## src/rtl/ds2411_id_check_if.sv

```systemverilog
// ---------------------------------------------------------------------------
// ds2411_id_check_if
// Handshake bundle between the DS2411 serial-number reader and its supervisor.
//   rd_go      : supervisor -> reader, request a ROM read
//   rd_working : reader -> supervisor, bus cycle in progress (reader clock domain)
//   rd_done    : reader -> supervisor, last cycle completed
//   rd_error   : reader -> supervisor, last cycle saw no presence / error
//   rd_result  : reader -> supervisor, 64-bit readback, wire bit k at [63-k]
// master = supervisor side, slave = reader side.
// ---------------------------------------------------------------------------
interface ds2411_id_check_if;
   logic        rd_go;
   logic        rd_working;
   logic        rd_done;
   logic        rd_error;
   logic [63:0] rd_result;

   modport master (
      output rd_go,
      input  rd_working,
      input  rd_done,
      input  rd_error,
      input  rd_result
   );

   modport slave (
      input  rd_go,
      output rd_working,
      output rd_done,
      output rd_error,
      output rd_result
   );
endinterface

```

## src/rtl/ds2411_id_check.sv

```systemverilog
// ---------------------------------------------------------------------------
// ds2411_id_check
// Supervises one DS2411 ROM read: pulses the reader's go, waits for the bus
// cycle, retries on no-response or bad data, runs the Dallas CRC-8 over the
// 64-bit readback and reports a validated 48-bit board serial number.
//
// Optional feature: define DS2411_FAMILY_CHECK_EN to compare the family byte
// against FAMILY_CODE (mismatch -> fail_code 3). Undefined: no comparison.
//
// Ports
//   clk, reset    : 100 MHz clock, synchronous active-high reset
//   start         : one-cycle request, ignored while busy
//   rd            : reader handshake (master modport), inputs resynchronised
//   busy          : run in progress
//   id_valid      : sticky pass flag, cleared by start
//   id_fail       : sticky fail flag, cleared by start
//   fail_code     : 0 none, 1 no device/timeout, 2 CRC, 3 family
//   family/serial/crc_rx/crc_calc : fields of the last completed CRC pass
//   tries         : attempts used in the last run
// ---------------------------------------------------------------------------
module ds2411_id_check #(
   parameter int unsigned MAX_TRIES   = 3,
   parameter int unsigned GO_TIMEOUT  = 1000,
   parameter int unsigned RETRY_GAP   = 100000,
   parameter logic [7:0]  FAMILY_CODE = 8'h01
) (
   input  logic                 clk,
   input  logic                 reset,
   input  logic                 start,
   ds2411_id_check_if.master    rd,
   output logic                 busy,
   output logic                 id_valid,
   output logic                 id_fail,
   output logic [1:0]           fail_code,
   output logic [7:0]           family,
   output logic [47:0]          serial,
   output logic [7:0]           crc_rx,
   output logic [7:0]           crc_calc,
   output logic [3:0]           tries
);

   localparam int unsigned ROM_W    = 64;
   localparam int unsigned FAM_W    = 8;
   localparam int unsigned SER_W    = 48;
   localparam int unsigned CRC_W    = 8;
   localparam int unsigned TRY_W    = 4;
   localparam int unsigned SNAP_BIT = 55;
   localparam int unsigned LAST_BIT = ROM_W - 1;
   localparam int unsigned CNT_MAX  =
      (GO_TIMEOUT > RETRY_GAP) ? ((GO_TIMEOUT > ROM_W) ? GO_TIMEOUT : ROM_W)
                               : ((RETRY_GAP  > ROM_W) ? RETRY_GAP  : ROM_W);
   localparam int unsigned CNT_W    = $clog2(CNT_MAX + 1);

   localparam logic [CRC_W-1:0] CRC_POLY = 8'h0C;

   localparam logic [1:0] CODE_NONE   = 2'd0;
   localparam logic [1:0] CODE_NORESP = 2'd1;
   localparam logic [1:0] CODE_CRC    = 2'd2;
`ifdef DS2411_FAMILY_CHECK_EN
   localparam logic [1:0] CODE_FAMILY = 2'd3;
`endif

   typedef enum logic [3:0] {
      S_IDLE,
      S_GO,
      S_WAIT,
      S_CHECK,
      S_CRC,
      S_EVAL,
      S_GAP,
      S_PASS,
      S_FAIL
   } state_e;

   state_e state_q, state_d;

   // Reader-domain inputs, two flops each
   logic [1:0] working_sync_q;
   logic [1:0] done_sync_q;
   logic [1:0] error_sync_q;
   logic       working_c;
   logic       done_c;
   logic       error_c;

   logic              rd_go_q,     rd_go_d;
   logic              busy_q,      busy_d;
   logic              id_valid_q,  id_valid_d;
   logic              id_fail_q,   id_fail_d;
   logic [1:0]        fail_code_q, fail_code_d;
   logic [TRY_W-1:0]  tries_q,     tries_d;
   logic [FAM_W-1:0]  family_q,    family_d;
   logic [SER_W-1:0]  serial_q,    serial_d;
   logic [CRC_W-1:0]  crc_rx_q,    crc_rx_d;
   logic [CRC_W-1:0]  crc_calc_q,  crc_calc_d;
   logic [CRC_W-1:0]  crc_q,       crc_d;
   logic [CRC_W-1:0]  crc_mid_q,   crc_mid_d;
   logic [ROM_W-1:0]  sr_q,        sr_d;
   logic [CNT_W-1:0]  cnt_q,       cnt_d;

   logic              go_timeout_c;
   logic              gap_done_c;
   logic              crc_last_c;
   logic              crc_snap_c;
   logic              check_fail_c;
   logic [1:0]        eval_code_c;
   logic              attempt_fail_c;
   logic              attempt_end_c;
   logic [1:0]        attempt_code_c;
   logic              last_try_c;
   state_e            fail_dest_c;
   logic              crc_fb_c;
   logic [CRC_W-1:0]  crc_step_c;
   logic [ROM_W-1:0]  sr_rot_c;
   logic [ROM_W-1:0]  wire_word_c;

   // Reorders the shift register so index k holds wire bit k
   function automatic logic [ROM_W-1:0] bit_rev(input logic [ROM_W-1:0] x);
      logic [ROM_W-1:0] r;
      r = '0;
      for (int i = 0; i < int'(ROM_W); i++) begin
         r[i] = x[ROM_W-1-i];
      end
      return r;
   endfunction

   // Input synchronisers
   always_ff @(posedge clk) begin
      if (reset) begin
         working_sync_q <= '0;
         done_sync_q    <= '0;
         error_sync_q   <= '0;
      end else begin
         working_sync_q <= {working_sync_q[0], rd.rd_working};
         done_sync_q    <= {done_sync_q[0],    rd.rd_done};
         error_sync_q   <= {error_sync_q[0],   rd.rd_error};
      end
   end

   assign working_c = working_sync_q[1];
   assign done_c    = done_sync_q[1];
   assign error_c   = error_sync_q[1];

   // Shared cycle counter terminal counts
   assign go_timeout_c = (cnt_q == CNT_W'(GO_TIMEOUT - 1));
   assign gap_done_c   = (cnt_q == CNT_W'(RETRY_GAP - 1));
   assign crc_last_c   = (cnt_q == CNT_W'(LAST_BIT));
   assign crc_snap_c   = (cnt_q == CNT_W'(SNAP_BIT));

   // done and error together count as an error
   assign check_fail_c = error_c || !done_c;

   // CRC-8 (x^8+x^5+x^4+1, reflected), one wire bit per cycle from the MSB
   assign crc_fb_c   = sr_q[ROM_W-1] ^ crc_q[0];
   assign crc_step_c = {crc_fb_c, crc_q[CRC_W-1:1]} ^ (crc_fb_c ? CRC_POLY : CRC_W'(0));
   // Rotating keeps the original image after 64 shifts for field decode
   assign sr_rot_c    = {sr_q[ROM_W-2:0], sr_q[ROM_W-1]};
   assign wire_word_c = bit_rev(sr_rot_c);

   // A zero residual over all 64 bits means the received CRC matched
   always_comb begin
      eval_code_c = CODE_NONE;
      if (crc_q != CRC_W'(0)) begin
         eval_code_c = CODE_CRC;
      end
`ifdef DS2411_FAMILY_CHECK_EN
      else if (family_q != FAMILY_CODE) begin
         eval_code_c = CODE_FAMILY;
      end
`endif
   end

`ifndef DS2411_FAMILY_CHECK_EN
   // Family byte is still reported but never compared in this build
   logic unused_family_code;
   assign unused_family_code = ^FAMILY_CODE;
`endif

   assign attempt_fail_c = ((state_q == S_GO)    && !working_c && go_timeout_c) ||
                           ((state_q == S_CHECK) && check_fail_c) ||
                           ((state_q == S_EVAL)  && (eval_code_c != CODE_NONE));
   assign attempt_end_c  = attempt_fail_c || (state_q == S_EVAL);
   assign attempt_code_c = (state_q == S_EVAL) ? eval_code_c : CODE_NORESP;
   assign last_try_c     = ((5'(tries_q) + 5'd1) == 5'(MAX_TRIES));
   assign fail_dest_c    = last_try_c ? S_FAIL : S_GAP;

   // State register
   always_ff @(posedge clk) begin
      if (reset) begin
         state_q <= S_IDLE;
      end else begin
         state_q <= state_d;
      end
   end

   // Next-state logic
   always_comb begin
      state_d = state_q;
      unique case (state_q)
         S_IDLE:  if (start) state_d = S_GO;
         S_GO: begin
            // A reader still running from before a local reset is accepted
            if (working_c)         state_d = S_WAIT;
            else if (go_timeout_c) state_d = fail_dest_c;
         end
         S_WAIT:  if (!working_c) state_d = S_CHECK;
         S_CHECK: state_d = check_fail_c ? fail_dest_c : S_CRC;
         S_CRC:   if (crc_last_c) state_d = S_EVAL;
         S_EVAL:  state_d = (eval_code_c != CODE_NONE) ? fail_dest_c : S_PASS;
         S_GAP:   if (gap_done_c) state_d = S_GO;
         S_PASS:  state_d = S_IDLE;
         S_FAIL:  state_d = S_IDLE;
         default: state_d = S_IDLE;
      endcase
   end

   // Output and datapath next values
   always_comb begin
      busy_d      = busy_q;
      id_valid_d  = id_valid_q;
      id_fail_d   = id_fail_q;
      fail_code_d = fail_code_q;
      tries_d     = tries_q;
      family_d    = family_q;
      serial_d    = serial_q;
      crc_rx_d    = crc_rx_q;
      crc_calc_d  = crc_calc_q;
      crc_d       = crc_q;
      crc_mid_d   = crc_mid_q;
      sr_d        = sr_q;
      rd_go_d     = (state_d == S_GO);
      cnt_d       = (state_d != state_q) ? CNT_W'(0) : cnt_q + CNT_W'(1);

      unique case (state_q)
         S_IDLE: begin
            if (start) begin
               busy_d      = 1'b1;
               id_valid_d  = 1'b0;
               id_fail_d   = 1'b0;
               fail_code_d = CODE_NONE;
               tries_d     = TRY_W'(0);
            end
         end
         S_CHECK: begin
            if (!check_fail_c) begin
               sr_d  = rd.rd_result;
               crc_d = CRC_W'(0);
            end
         end
         S_CRC: begin
            crc_d = crc_step_c;
            sr_d  = sr_rot_c;
            // CRC over family + serial only, i.e. the value the ROM should carry
            if (crc_snap_c) crc_mid_d = crc_step_c;
            if (crc_last_c) begin
               family_d   = wire_word_c[FAM_W-1:0];
               serial_d   = wire_word_c[FAM_W+SER_W-1:FAM_W];
               crc_rx_d   = wire_word_c[ROM_W-1:FAM_W+SER_W];
               crc_calc_d = crc_mid_q;
            end
         end
         S_PASS: begin
            id_valid_d = 1'b1;
            busy_d     = 1'b0;
         end
         S_FAIL: begin
            id_fail_d = 1'b1;
            busy_d    = 1'b0;
         end
         default: ;
      endcase

      if (attempt_end_c) begin
         tries_d = tries_q + TRY_W'(1);
      end
      if (attempt_fail_c && last_try_c) begin
         fail_code_d = attempt_code_c;
      end
   end

   // Datapath / output registers
   always_ff @(posedge clk) begin
      if (reset) begin
         rd_go_q     <= 1'b0;
         busy_q      <= 1'b0;
         id_valid_q  <= 1'b0;
         id_fail_q   <= 1'b0;
         fail_code_q <= '0;
         tries_q     <= '0;
         family_q    <= '0;
         serial_q    <= '0;
         crc_rx_q    <= '0;
         crc_calc_q  <= '0;
         crc_q       <= '0;
         crc_mid_q   <= '0;
         sr_q        <= '0;
         cnt_q       <= '0;
      end else begin
         rd_go_q     <= rd_go_d;
         busy_q      <= busy_d;
         id_valid_q  <= id_valid_d;
         id_fail_q   <= id_fail_d;
         fail_code_q <= fail_code_d;
         tries_q     <= tries_d;
         family_q    <= family_d;
         serial_q    <= serial_d;
         crc_rx_q    <= crc_rx_d;
         crc_calc_q  <= crc_calc_d;
         crc_q       <= crc_d;
         crc_mid_q   <= crc_mid_d;
         sr_q        <= sr_d;
         cnt_q       <= cnt_d;
      end
   end

   assign rd.rd_go  = rd_go_q;
   assign busy      = busy_q;
   assign id_valid  = id_valid_q;
   assign id_fail   = id_fail_q;
   assign fail_code = fail_code_q;
   assign tries     = tries_q;
   assign family    = family_q;
   assign serial    = serial_q;
   assign crc_rx    = crc_rx_q;
   assign crc_calc  = crc_calc_q;

endmodule

```

## src/flat_wrapper.sv

```systemverilog
// flat-port wrapper written by rule: the top's interface ports become plain ports
module ds2411_id_check_flat 
#(
   parameter int unsigned MAX_TRIES   = 3,
   parameter int unsigned GO_TIMEOUT  = 1000,
   parameter int unsigned RETRY_GAP   = 100000,
   parameter logic [7:0]  FAMILY_CODE = 8'h01
)
  (clk, reset, start, busy, id_valid, id_fail, fail_code, family, serial, crc_rx, crc_calc, tries, rd_rd_go, rd_rd_working, rd_rd_done, rd_rd_error, rd_rd_result);
  ds2411_id_check_if rd_i ();
  input  logic clk;
  input  logic reset;
  input  logic start;
  output logic busy;
  output logic id_valid;
  output logic id_fail;
  output logic [1:0] fail_code;
  output logic [7:0] family;
  output logic [47:0] serial;
  output logic [7:0] crc_rx;
  output logic [7:0] crc_calc;
  output logic [3:0] tries;
  output wire logic [$bits(rd_i.rd_go)-1:0] rd_rd_go;
  input wire logic [$bits(rd_i.rd_working)-1:0] rd_rd_working;
  input wire logic [$bits(rd_i.rd_done)-1:0] rd_rd_done;
  input wire logic [$bits(rd_i.rd_error)-1:0] rd_rd_error;
  input wire logic [$bits(rd_i.rd_result)-1:0] rd_rd_result;
  assign rd_rd_go = rd_i.rd_go;
  assign rd_i.rd_working = rd_rd_working;
  assign rd_i.rd_done = rd_rd_done;
  assign rd_i.rd_error = rd_rd_error;
  assign rd_i.rd_result = rd_rd_result;
  ds2411_id_check #(.MAX_TRIES(MAX_TRIES), .GO_TIMEOUT(GO_TIMEOUT), .RETRY_GAP(RETRY_GAP), .FAMILY_CODE(FAMILY_CODE)) u_core (.clk(clk), .reset(reset), .start(start), .rd(rd_i), .busy(busy), .id_valid(id_valid), .id_fail(id_fail), .fail_code(fail_code), .family(family), .serial(serial), .crc_rx(crc_rx), .crc_calc(crc_calc), .tries(tries));
endmodule
```

## config.mk

```make
export PLATFORM = sky130hd
export DESIGN_NAME = ds2411_id_check_flat
export DESIGN_NICKNAME = d
export VERILOG_FILES = /design/src/rtl/ds2411_id_check_if.sv /design/src/rtl/ds2411_id_check.sv /design/src/flat_wrapper.sv
export SDC_FILE = /design/constraint.sdc
export NUM_CORES = 1
export LEC_CHECK = 0
export ABC_AREA = 0
export CORE_AREA = 4 4 146 148
export CTS_BUF_LIST = sky130_fd_sc_hd__clkbuf_4
export DETAILED_ROUTE_END_ITERATION = 16
export DIE_AREA = 0 0 150 152
export PLACE_DENSITY = 0.66
export SLEW_MARGIN = 20
export SYNTH_ARGS = -nofsm -noshare
export SYNTH_HDL_FRONTEND = slang
export SYNTH_SLANG_ARGS = --single-unit
```

## constraint.sdc

```tcl
create_clock -name clk -period 5.4 [get_ports clk]
set_clock_uncertainty 0.2 [all_clocks]
set_input_delay 0.81 -clock clk [delete_from_list [all_inputs] [get_ports clk]]
set_output_delay 0.81 -clock clk [all_outputs]
set_load 0.005 [all_outputs]
```

==> results of run 1 <==
==> worst min path at each step <==
| stage | endpoint | slack (ns) |
|---|---|---|
| global placement | u_core.working_sync_q[1] | 0.23 |
| CTS | u_core.working_sync_q[1] | 0.26 |
| floorplan | u_core.done_sync_q[1] | 0.21 |
| finish | u_core.working_sync_q[1] | 0.26 |
| global route | u_core.error_sync_q[1] | 0.27 |
| detailed placement | u_core.working_sync_q[1] | 0.23 |
==> sequential cells by signal, indices dropped and copies added, names as in the netlist <==
name	cells
u_core.sr_q	64
u_core.serial	48
u_core.cnt_q	17
u_core.crc_calc	8
u_core.crc_mid_q	8
u_core.crc_q	8
u_core.crc_rx	8
u_core.family	8
u_core.state_q	4
u_core.tries	4
u_core.done_sync_q	2
u_core.error_sync_q	2
u_core.fail_code	2
u_core.working_sync_q	2
u_core.busy	1
u_core.id_fail	1
u_core.id_valid	1
u_core.rd.rd_go	1
==> layer usage <==
layer | GRT usage | wire, um | vias up
li1 | - | - | 3349
met4 | 0.0545 | 310 | 0
met5 | 0 | 0 | -
met1 | 0.232 | 9090 | 3030
met3 | 0.0474 | 1020 | 23
met2 | 0.276 | 9200 | 126
==> metrics by stage <==
step | instance area (um2) | utilization | setup WS [ns] | std cells
global route | 9810 | 0.489 | 1.93 | 1283
floorplan | 7890 | - | 2.94 | 889
global placement | 9500 | 0.474 | 1.92 | 1250
finish | 9810 | 0.489 | 2.17 | 1283
CTS | 9800 | 0.489 | 1.87 | 1282
detailed placement | 9500 | 0.474 | 1.89 | 1250
==> cell families after synthesis <==
| group | count (synthesis) |
|---|---|
| AO/OA/AOI/OAI | 200 |
| XOR/XNOR | 18 |
| adder cells (fa/ha/maj) | 3 |
| buffers and inverters | 73 |
| flip-flops | 189 |
| multiplexers | 72 |
| AND/OR/NAND/NOR | 334 |
==> layout by cell type (no fill, tap or decap), drive strengths merged, types with 4 or more instances in the layout <==
cell	instances
nor3	5
mux2i	72
nand2b	8
nand4	6
nor4	6
nor2b	12
xnor2	7
nand3	16
nor2	99
dfxtp	189
a211oi	82
o211ai	4
and3	7
a21oi	82
xor2	11
a22oi	8
inv	16
nand2	157
clkbuf	17
a31oi	4
clkinv	4
clkdlybuf4s50	150
buf	7
==> cells in the mapped netlist (all sizes together), types with 3 or more instances <==
master  number
a31oi        4
nand3       16
and3         7
a22oi        8
nor2        99
mux2i       72
inv          7
and2         3
xnor2        7
nand2b       8
o211ai       4
nand4b       3
nor3         5
nor4b        3
xor2        11
clkbuf      38
ha           3
nor4         6
nand4        6
dfxtp      189
nand2      157
a211oi      82
nor2b       12
or4b         3
a21oi       82
buf         28
==> power by group through the flow <==
stage / clock network, mW / logic [mW] / registers (mW)
floorplan: 0 / 0.544 / 1.53
global placement: 0 / 0.679 / 1.56
detailed placement: 0 / 0.683 / 1.56
CTS: 0.829 / 0.684 / 1.53
global route: 0.878 / 0.749 / 1.55
finish: 0.798 / 0.676 / 1.53
==> area by class of cell <==
cell class,instances,area share
timing repair buffer,157,0.159
multi-input combinational,627,0.388
clock buffer,17,0.0130
tap,270,0.0344
antenna,1,0.000255
sequential,189,0.386
inverter,7,0.00268
clock inverter,15,0.0175
==> flow_metrics.env, run 1 <==
export IMPL_ys_ff_latch=189
export IMPL_drive_gt1_frac=0.0573
export IMPL_synth_nets=962
export IMPL_synth_compound_area_frac=0.170
export IMPL_hold_viol=0
export IMPL_htreeDepth=4
export IMPL_syn_instance_count=889
export IMPL_ant_nets=0
export IMPL_multiInputGateArea_um2=3800
export IMPL_synth_area_leaders="dfxtp_1 (48%), mux2i_1 (9.1%), a211oi_1 (7.8%), nand2_1 (7.5%), a21oi_1 (5.2%)"
export IMPL_synth_top_cell_area_share=0.480
export IMPL_r2r_slack_ns=2.17
export IMPL_place_gp_congestion=0.849
export IMPL_globalRouteTotalUtil=0.174
export IMPL_die_h_um=152
export IMPL_cp_start_kind="flop"
export IMPL_coreArea_um2=20000
export IMPL_fill_cells=1993
export IMPL_clock_sinks=189
export IMPL_end_kind="flop"
export IMPL_yosysTopAreaCell="dfxtp_1"
export IMPL_reg2reg_depth=6
export IMPL_power_mw=3.01
export IMPL_fin_crit_ns=3.23
export IMPL_whs_path_depth=1
export IMPL_postSynthAreaPerCell_um2=8.87
export IMPL_synth_area_um2=7890
export IMPL_synth_top_family_by_area="simple AND/OR/NAND/NOR gates"
export IMPL_firstDrtPassIters=4
export IMPL_drcViolationCount=0
export IMPL_maxSlewViolCount=0
export IMPL_p_int_mw=2.00
export IMPL_crit_buf_inv=1
export IMPL_power_density_nw_per_um2=307
export IMPL_hold_path_class="flop to flop"
export IMPL_setup_violations=0
export IMPL_hold_ws_ns=0.256
export IMPL_synthAdderAreaFrac=0.00476
export IMPL_seq_area_frac_synth=0.480
export IMPL_port_buffer_count=151
export IMPL_cp_depth=6
export IMPL_clkPwrFrac=0.266
export IMPL_row_count=52
export IMPL_min_delay_start="u_core.working_sync_q[0]"
export IMPL_critPathRequiredTime_ns=5.69
export IMPL_die_x_um=150
export IMPL_clkSlewWorstSetupHoldPaths_ns=0.16
export IMPL_hpwl_um=13000
export IMPL_yosys_area_share_simple=0.194
export IMPL_pin_count=152
export IMPL_yosys_warnings=0
export IMPL_cp_arrival_ns=3.52
export IMPL_grt_overflow_total=0
export IMPL_synthFlopType="dfxtp_1"
export IMPL_synth_edf_count=0
export IMPL_combPwrFrac=0.225
export IMPL_fmax_ghz=0.310
export IMPL_layout_nets=1072
export IMPL_grt_pass1_wl_um=32800
export IMPL_crit_chain="or3b_2 > a21oi_1 > and2_4 > buf_4 > nor2_1 > a211oi_1"
export IMPL_ys_async_sr_fraction=0
export IMPL_synth_distinct_cells=56
export IMPL_first_global_vias=6488
export IMPL_cts_resized=0
export IMPL_via_per_inst=5.09
export IMPL_power_static_leakage_nw=3.06
export IMPL_max_slew_margin=0.297
export IMPL_timing_rr_start="u_core.state_q[1]"
export IMPL_cts_setup_buffers=0
export IMPL_r2r_end="u_core.sr_q[39]"
export IMPL_rsz0062_at_grt="false"
export IMPL_timing_setup_tns_ns=0
export IMPL_cts_made_buffers=17
export IMPL_clk_latency_ns=0.58
export IMPL_antenna_found_initial=1
export IMPL_irDropWorstVdd_v=0.000180
export IMPL_syn_to_final_growth_pct=24.4
export IMPL_tightest_slew_ns=1.05
export IMPL_seqPwrFrac=0.510
export IMPL_cts_tree="done"
export IMPL_dieArea_um2=22800
export IMPL_power_switching_mw=1.00
export IMPL_initial_core_util=0.394
export IMPL_grt_max_degree=98
export IMPL_yosys_mux_area_fraction=0.0914
export IMPL_root_buffer="clkbuf_4"
export IMPL_swShare=0.334
export IMPL_outcome="complete, no violations"
export IMPL_drt_iter0_markers=331
export IMPL_drv_cap=0
export IMPL_clk_path_buf_depth=2
export IMPL_cp_endpoint="u_core.sr_q[39]"
export IMPL_cp_top_family="simple AND/OR/NAND/NOR gates"
export IMPL_critPathMaxFanout=90
export IMPL_drt_wl_total_um=19600
export IMPL_synth_xor_area_share=0.0200
export IMPL_cts_hold_buf=0
export IMPL_fin_crit_sh=0.598
export IMPL_path_class="flop to flop"
export IMPL_via_count=6528
export IMPL_routedWlPerCell_um=15.3
export IMPL_critPathMaxStageDelay_ns=0.82
export IMPL_crit_start="u_core.state_q[1]"
export IMPL_regArea_um2=3780
export IMPL_crit_slowest_cell="and2_4"
Note: power is estimated with default switching activity, not from simulation.
==> inputs of run 2 (changes only) <==
==> constraint.sdc (replaced) <==
create_clock -name clk -period 3.3 [get_ports clk]
set_clock_uncertainty 0.2 [all_clocks]
set_input_delay 0.495 -clock clk [delete_from_list [all_inputs] [get_ports clk]]
set_output_delay 0.495 -clock clk [all_outputs]
set_load 0.005 [all_outputs]
==> flow_metrics.env, run 2 (synthesis gave the netlist of run 1 again) <==
export IMPL_outcome="complete, no violations"
export IMPL_root_buffer="clkbuf_4"
export IMPL_clk_latency_ns=0.57
export IMPL_power_density_nw_per_um2=504
export IMPL_timing_setup_tns_ns=0
export IMPL_grt_overflow_total=0
export IMPL_firstDrtPassIters=6
export IMPL_largest_register="u_core.sr_q"
export IMPL_grt_pass1_wl_um=33000
export IMPL_cts_hold_buf=1
export IMPL_setup_violations=0
export IMPL_irDropWorstVdd_v=0.000252
export IMPL_die_x_um=150
export IMPL_pin_count=152
export IMPL_via_count=6552
export IMPL_tightest_slew_ns=0.848
export IMPL_swShare=0.324
export IMPL_seqPwrFrac=0.500
export IMPL_via_per_inst=5.09
export IMPL_row_count=52
export IMPL_place_gp_congestion=0.851
export IMPL_multiInputGateArea_um2=3800
export IMPL_path_class="flop to flop"
export IMPL_drcViolationCount=0
export IMPL_cp_start_kind="flop"
export IMPL_max_slew_margin=0.435
export IMPL_regArea_um2=3780
export IMPL_fill_cells=2031
export IMPL_maxSlewViolCount=0
export IMPL_layout_nets=1077
export IMPL_clkPwrFrac=0.269
export IMPL_dieArea_um2=22800
export IMPL_cp_arrival_ns=3.09
export IMPL_fin_crit_sh=0.849
export IMPL_ant_nets=0
export IMPL_cts_resized=0
export IMPL_clkSlewWorstSetupHoldPaths_ns=0.16
export IMPL_critPathRequiredTime_ns=3.59
export IMPL_rsz0062_at_grt="false"
export IMPL_routedWlPerCell_um=15.1
export IMPL_end_kind="flop"
export IMPL_globalRouteTotalUtil=0.175
export IMPL_port_buffer_count=151
export IMPL_htreeDepth=4
export IMPL_hold_viol=0
export IMPL_fin_crit_ns=2.80
export IMPL_grt_max_degree=74
export IMPL_power_static_leakage_nw=3.10
export IMPL_die_h_um=152
export IMPL_coreArea_um2=20000
export IMPL_fmax_ghz=0.357
export IMPL_cts_made_buffers=17
export IMPL_postLayoutCoreUtil=0.493
export IMPL_drt_wl_total_um=19400
export IMPL_critPathMaxFanout=41
export IMPL_p_int_mw=3.37
export IMPL_drive_gt1_frac=0.0610
export IMPL_initial_core_util=0.394
export IMPL_final_common_cell="dfxtp_1"
export IMPL_clock_sinks=189
export IMPL_hpwl_um=12900
export IMPL_drv_cap=0
export IMPL_antenna_found_initial=1
export IMPL_cts_setup_buffers=0
export IMPL_largest_reg_flops=64
export IMPL_clk_path_buf_depth=2
export IMPL_final_cell_mix="dfxtp_1 (189), nand2_1 (157), clkdlybuf4s50_1 (150)"
export IMPL_power_switching_mw=1.61
export IMPL_cts_tree="done"
export IMPL_hold_path_class="flop to flop"
export IMPL_combPwrFrac=0.231
export IMPL_syn_to_final_growth_pct=25.4
export IMPL_first_global_vias=6508
export IMPL_drt_iter0_markers=410
-- run 2: layout make-up --
| class | count | area share |
|---|---|---|
| Antenna cell | 1 | 0.000253 |
| Sequential cell | 189 | 0.383 |
| Clock buffer | 17 | 0.0129 |
| Inverter | 7 | 0.00266 |
| Clock inverter | 14 | 0.0178 |
| Tap cell | 270 | 0.0342 |
| Timing Repair Buffer | 162 | 0.165 |
| Multi-Input combinational cell | 627 | 0.384 |
-- run 2: final timing paths --
check | from | to | cells after the start | slack, ns
setup reg to reg | u_core.cnt_q[0] | u_core.family[7] | 7 | 0.50
setup / recovery | u_core.cnt_q[0] | u_core.family[7] | 7 | 0.50
hold reg to reg | u_core.done_sync_q[0] | u_core.done_sync_q[1] | 1 | 0.25
hold / removal | u_core.done_sync_q[0] | u_core.done_sync_q[1] | 1 | 0.25
-- run 2: worst max-delay path, cell delays in order, from the launching register on --
cell,delay [ns]
dfxtp_1,0.42
ha_1,0.24
or4b_4,0.54
nor3_4,0.34
and3_2,0.27
buf_4,0.42
nand2_1,0.11
a21oi_1,0.13
-- run 2: power by group through the flow --
stage	Sequential [mW]	Combinational (mW)	Clock, mW
2_1_floorplan	2.50	0.891	0
3_3_place_gp	2.54	1.15	0
3_5_place_dp	2.54	1.15	0
4_1_cts	2.49	1.16	1.41
5_1_grt	2.51	1.27	1.49
6_report	2.49	1.15	1.34
-- run 2: layer usage --
layer	routed length [um]	vias to the layer above	track usage
met5	0	-	0
met4	274	0	0.0471
met3	999	18	0.0524
met2	9110	131	0.280
met1	9010	3042	0.231
li1	-	3361	-
-- run 2: stage by stage --
step                instances  total power [mW]  instance area [um2]  hold WS [ns]  worst slack [ns]
global placement         1254              3.68                 9570         0.220             0.610
global route             1287              5.27                 9890         0.211             0.216
finish                   1287              4.98                 9890         0.251             0.499
floorplan                 889              3.39                 7890         0.214             0.841
detailed placement       1254              3.69                 9570         0.222             0.527
CTS                      1286              5.06                 9880         0.208             0.493
==> inputs of run 3 (changes only) <==
--- a/config.mk
+++ b/config.mk
@@ -10,7 +10,7 @@
 export CTS_BUF_LIST = sky130_fd_sc_hd__clkbuf_4
 export DETAILED_ROUTE_END_ITERATION = 16
 export DIE_AREA = 0 0 150 152
-export PLACE_DENSITY = 0.66
+export PLACE_DENSITY = 0.69
 export SLEW_MARGIN = 20
 export SYNTH_ARGS = -nofsm -noshare
 export SYNTH_HDL_FRONTEND = slang
==> constraint.sdc (replaced) <==
create_clock -name clk -period 2.3 [get_ports clk]
set_clock_uncertainty 0.2 [all_clocks]
set_input_delay 0.345 -clock clk [delete_from_list [all_inputs] [get_ports clk]]
set_output_delay 0.345 -clock clk [all_outputs]
set_load 0.005 [all_outputs]
==> flow_metrics.env, run 3 (synthesis gave the netlist of run 1 again) <==
export IMPL_clk_path_buf_depth=2
export IMPL_setup_violations=0
export IMPL_reg2reg_depth=8
export IMPL_holdPathEnd="u_core.working_sync_q[0]"
export IMPL_max_slew_margin=0.642
export IMPL_hold_path_class="input pin to flop"
export IMPL_r2r_end="u_core.cnt_q[1]"
export IMPL_regArea_um2=3790
export IMPL_pin_count=152
export IMPL_drv_cap=0
export IMPL_clk_latency_ns=0.57
export IMPL_outcome="complete, no violations"
export IMPL_globalRouteTotalUtil=0.176
export IMPL_grt_overflow_total=0
export IMPL_place_ws_ns=-0.00229
export IMPL_final_common_cell="dfxtp_1"
export IMPL_grt_max_degree=89
export IMPL_cts_setup_buffers=0
export IMPL_power_mw=7.54
export IMPL_irDropWorstVdd_v=0.000357
export IMPL_crit_chain="ha_4 > or4b_4 > nor3_4 > buf_4 > nand3_4 > a32oi_4 > buf_12 > a211oi_1"
export IMPL_instances_no_fill=1326
export IMPL_crit_slowest_cell="or4b_4"
export IMPL_port_buffer_count=151
export IMPL_firstDrtPassIters=5
export IMPL_cp_top_family="simple AND/OR/NAND/NOR gates"
export IMPL_fmax_ghz=0.439
export IMPL_critPathMaxFanout=16
export IMPL_power_density_nw_per_um2=727
export IMPL_worst_slack_ns=0.0229
export IMPL_die_x_um=150
export IMPL_row_count=52
export IMPL_timing_rr_start="u_core.cnt_q[1]"
export IMPL_clkSlewWorstSetupHoldPaths_ns=0.15
export IMPL_tightest_slew_ns=0.537
export IMPL_end_kind="flop"
export IMPL_initial_core_util=0.394
export IMPL_place_gp_congestion=0.861
export IMPL_via_per_inst=5.08
export IMPL_fin_crit_ns=2.28
export IMPL_cts_made_buffers=17
export IMPL_routedWlPerCell_um=15.0
export IMPL_drcViolationCount=0
export IMPL_multiInputGateArea_um2=3850
export IMPL_ant_nets=0
export IMPL_critPathRequiredTime_ns=2.56
export IMPL_coreArea_um2=20000
export IMPL_antenna_found_initial=1
export IMPL_largest_reg_flops=64
export IMPL_power_static_leakage_nw=3.33
export IMPL_hpwl_um=13900
export IMPL_crit_buf_inv=2
export IMPL_path_class="flop to flop"
export IMPL_htreeDepth=4
export IMPL_fill_cells=1924
export IMPL_r2r_slack_ns=0.02
export IMPL_root_buffer="clkbuf_4"
export IMPL_first_global_vias=6571
export IMPL_die_h_um=152
export IMPL_largest_register="u_core.sr_q"
export IMPL_critPathMaxStageDelay_ns=0.51
export IMPL_hold_viol=0
export IMPL_whs_path_depth=2
export IMPL_final_cell_mix="dfxtp_1 (184), nand2_1 (157), clkdlybuf4s50_1 (150)"
export IMPL_maxSlewViolCount=0
export IMPL_min_delay_start="rd_rd_working"
export IMPL_grt_pass1_wl_um=33100
export IMPL_drt_iter0_markers=336
export IMPL_dieArea_um2=22800
export IMPL_drive_gt1_frac=0.105
export IMPL_cts_tree="done"
export IMPL_clock_sinks=189
export IMPL_via_count=6737
export IMPL_drt_wl_total_um=19800
export IMPL_layout_nets=1115
export IMPL_syn_to_final_growth_pct=31.6
export IMPL_cp_arrival_ns=2.53
export IMPL_fin_crit_sh=0.990
export IMPL_dp_cells=1292
export IMPL_cp_start_kind="flop"
export IMPL_rsz0062_at_grt="true"
-- run 3: cell count changes in the layout (fill, tap and decap cells not counted), sizes merged --
| cell | before | now |
|---|---|---|
| buf | 11 | 49 |
| bufinv | 2 | 3 |
| clkbuf | 17 | 18 |
| clkinvlp | 1 | 4 |
| inv | 15 | 11 |
-- run 3: repair_timing --
action                                  4_1_cts  5_1_grt
gates resized for setup                       2        9
endpoints found under the setup margin        7      103
pin swaps                                     1        5
hold endpoints to repair                     14        0
hold buffers                                  1        0
-- run 3: worst register-to-register path, stage by stage (launching register included) --
cell and delay, ns:
dfxtp_2 0.38, ha_4 0.13, or4b_4 0.51, nor3_4 0.18, buf_4 0.17, nand3_4 0.11, a32oi_4 0.26, buf_12 0.18
a211oi_1 0.06
-- run 3: worst max-delay path by stage --
| stage | start | end | slack (ns) | cells past startpoint |
|---|---|---|---|---|
| CTS | u_core.cnt_q[1] | u_core.cnt_q[6] | 0.005 | 8 |
| detailed placement | u_core.state_q[1] | u_core.cnt_q[5] | -0.002 | 4 |
| global route | u_core.cnt_q[1] | u_core.cnt_q[9] | -0.09 | 8 |
| global placement | u_core.tries[1] | u_core.cnt_q[5] | 0.04 | 6 |
| finish | u_core.cnt_q[1] | u_core.cnt_q[1] | 0.02 | 8 |
| floorplan | u_core.cnt_q[0] | u_core.cnt_q[10] | -0.0006 | 7 |
-- run 3: cell type report --
| type | instances | share of cell area |
|---|---|---|
| inverters | 7 | 0.00253 |
| flip-flops and latches | 189 | 0.365 |
| clock buffers | 18 | 0.0130 |
| clock inverters | 14 | 0.0177 |
| diodes | 1 | 0.000241 |
| repair buffers | 200 | 0.198 |
| well taps | 270 | 0.0326 |
| multi-input cells | 627 | 0.371 |
-- run 3: routing by layer --
layer  vias up  wire [um]  track usage
met2       129       9210        0.283
met5         -          0            0
met1      3166       9410        0.235
met3        15        976       0.0441
li1       3427          -            -
met4         0        245       0.0488
-- run 3: where the power goes --
group | internal (mW) | leakage (nW) | total, mW | switching, mW
clock network | 0.786 | 0.157 | 1.96 | 1.18
registers | 3.44 | 1.53 | 3.59 | 0.155
logic | 0.959 | 1.65 | 1.99 | 1.03
total | 5.18 | 3.33 | 7.54 | 2.36
-- run 3: through the flow --
step	utilization	cell area, um2	TNS (ns)	hold WS (ns)
floorplan	-	7920	-0.00537	0.214
global placement	0.499	10000	0	0.222
detailed placement	0.499	10000	-0.00229	0.220
CTS	0.516	10300	0	0.0590
global route	0.518	10400	-3.83	0.0664
finish	0.518	10400	0	0.121
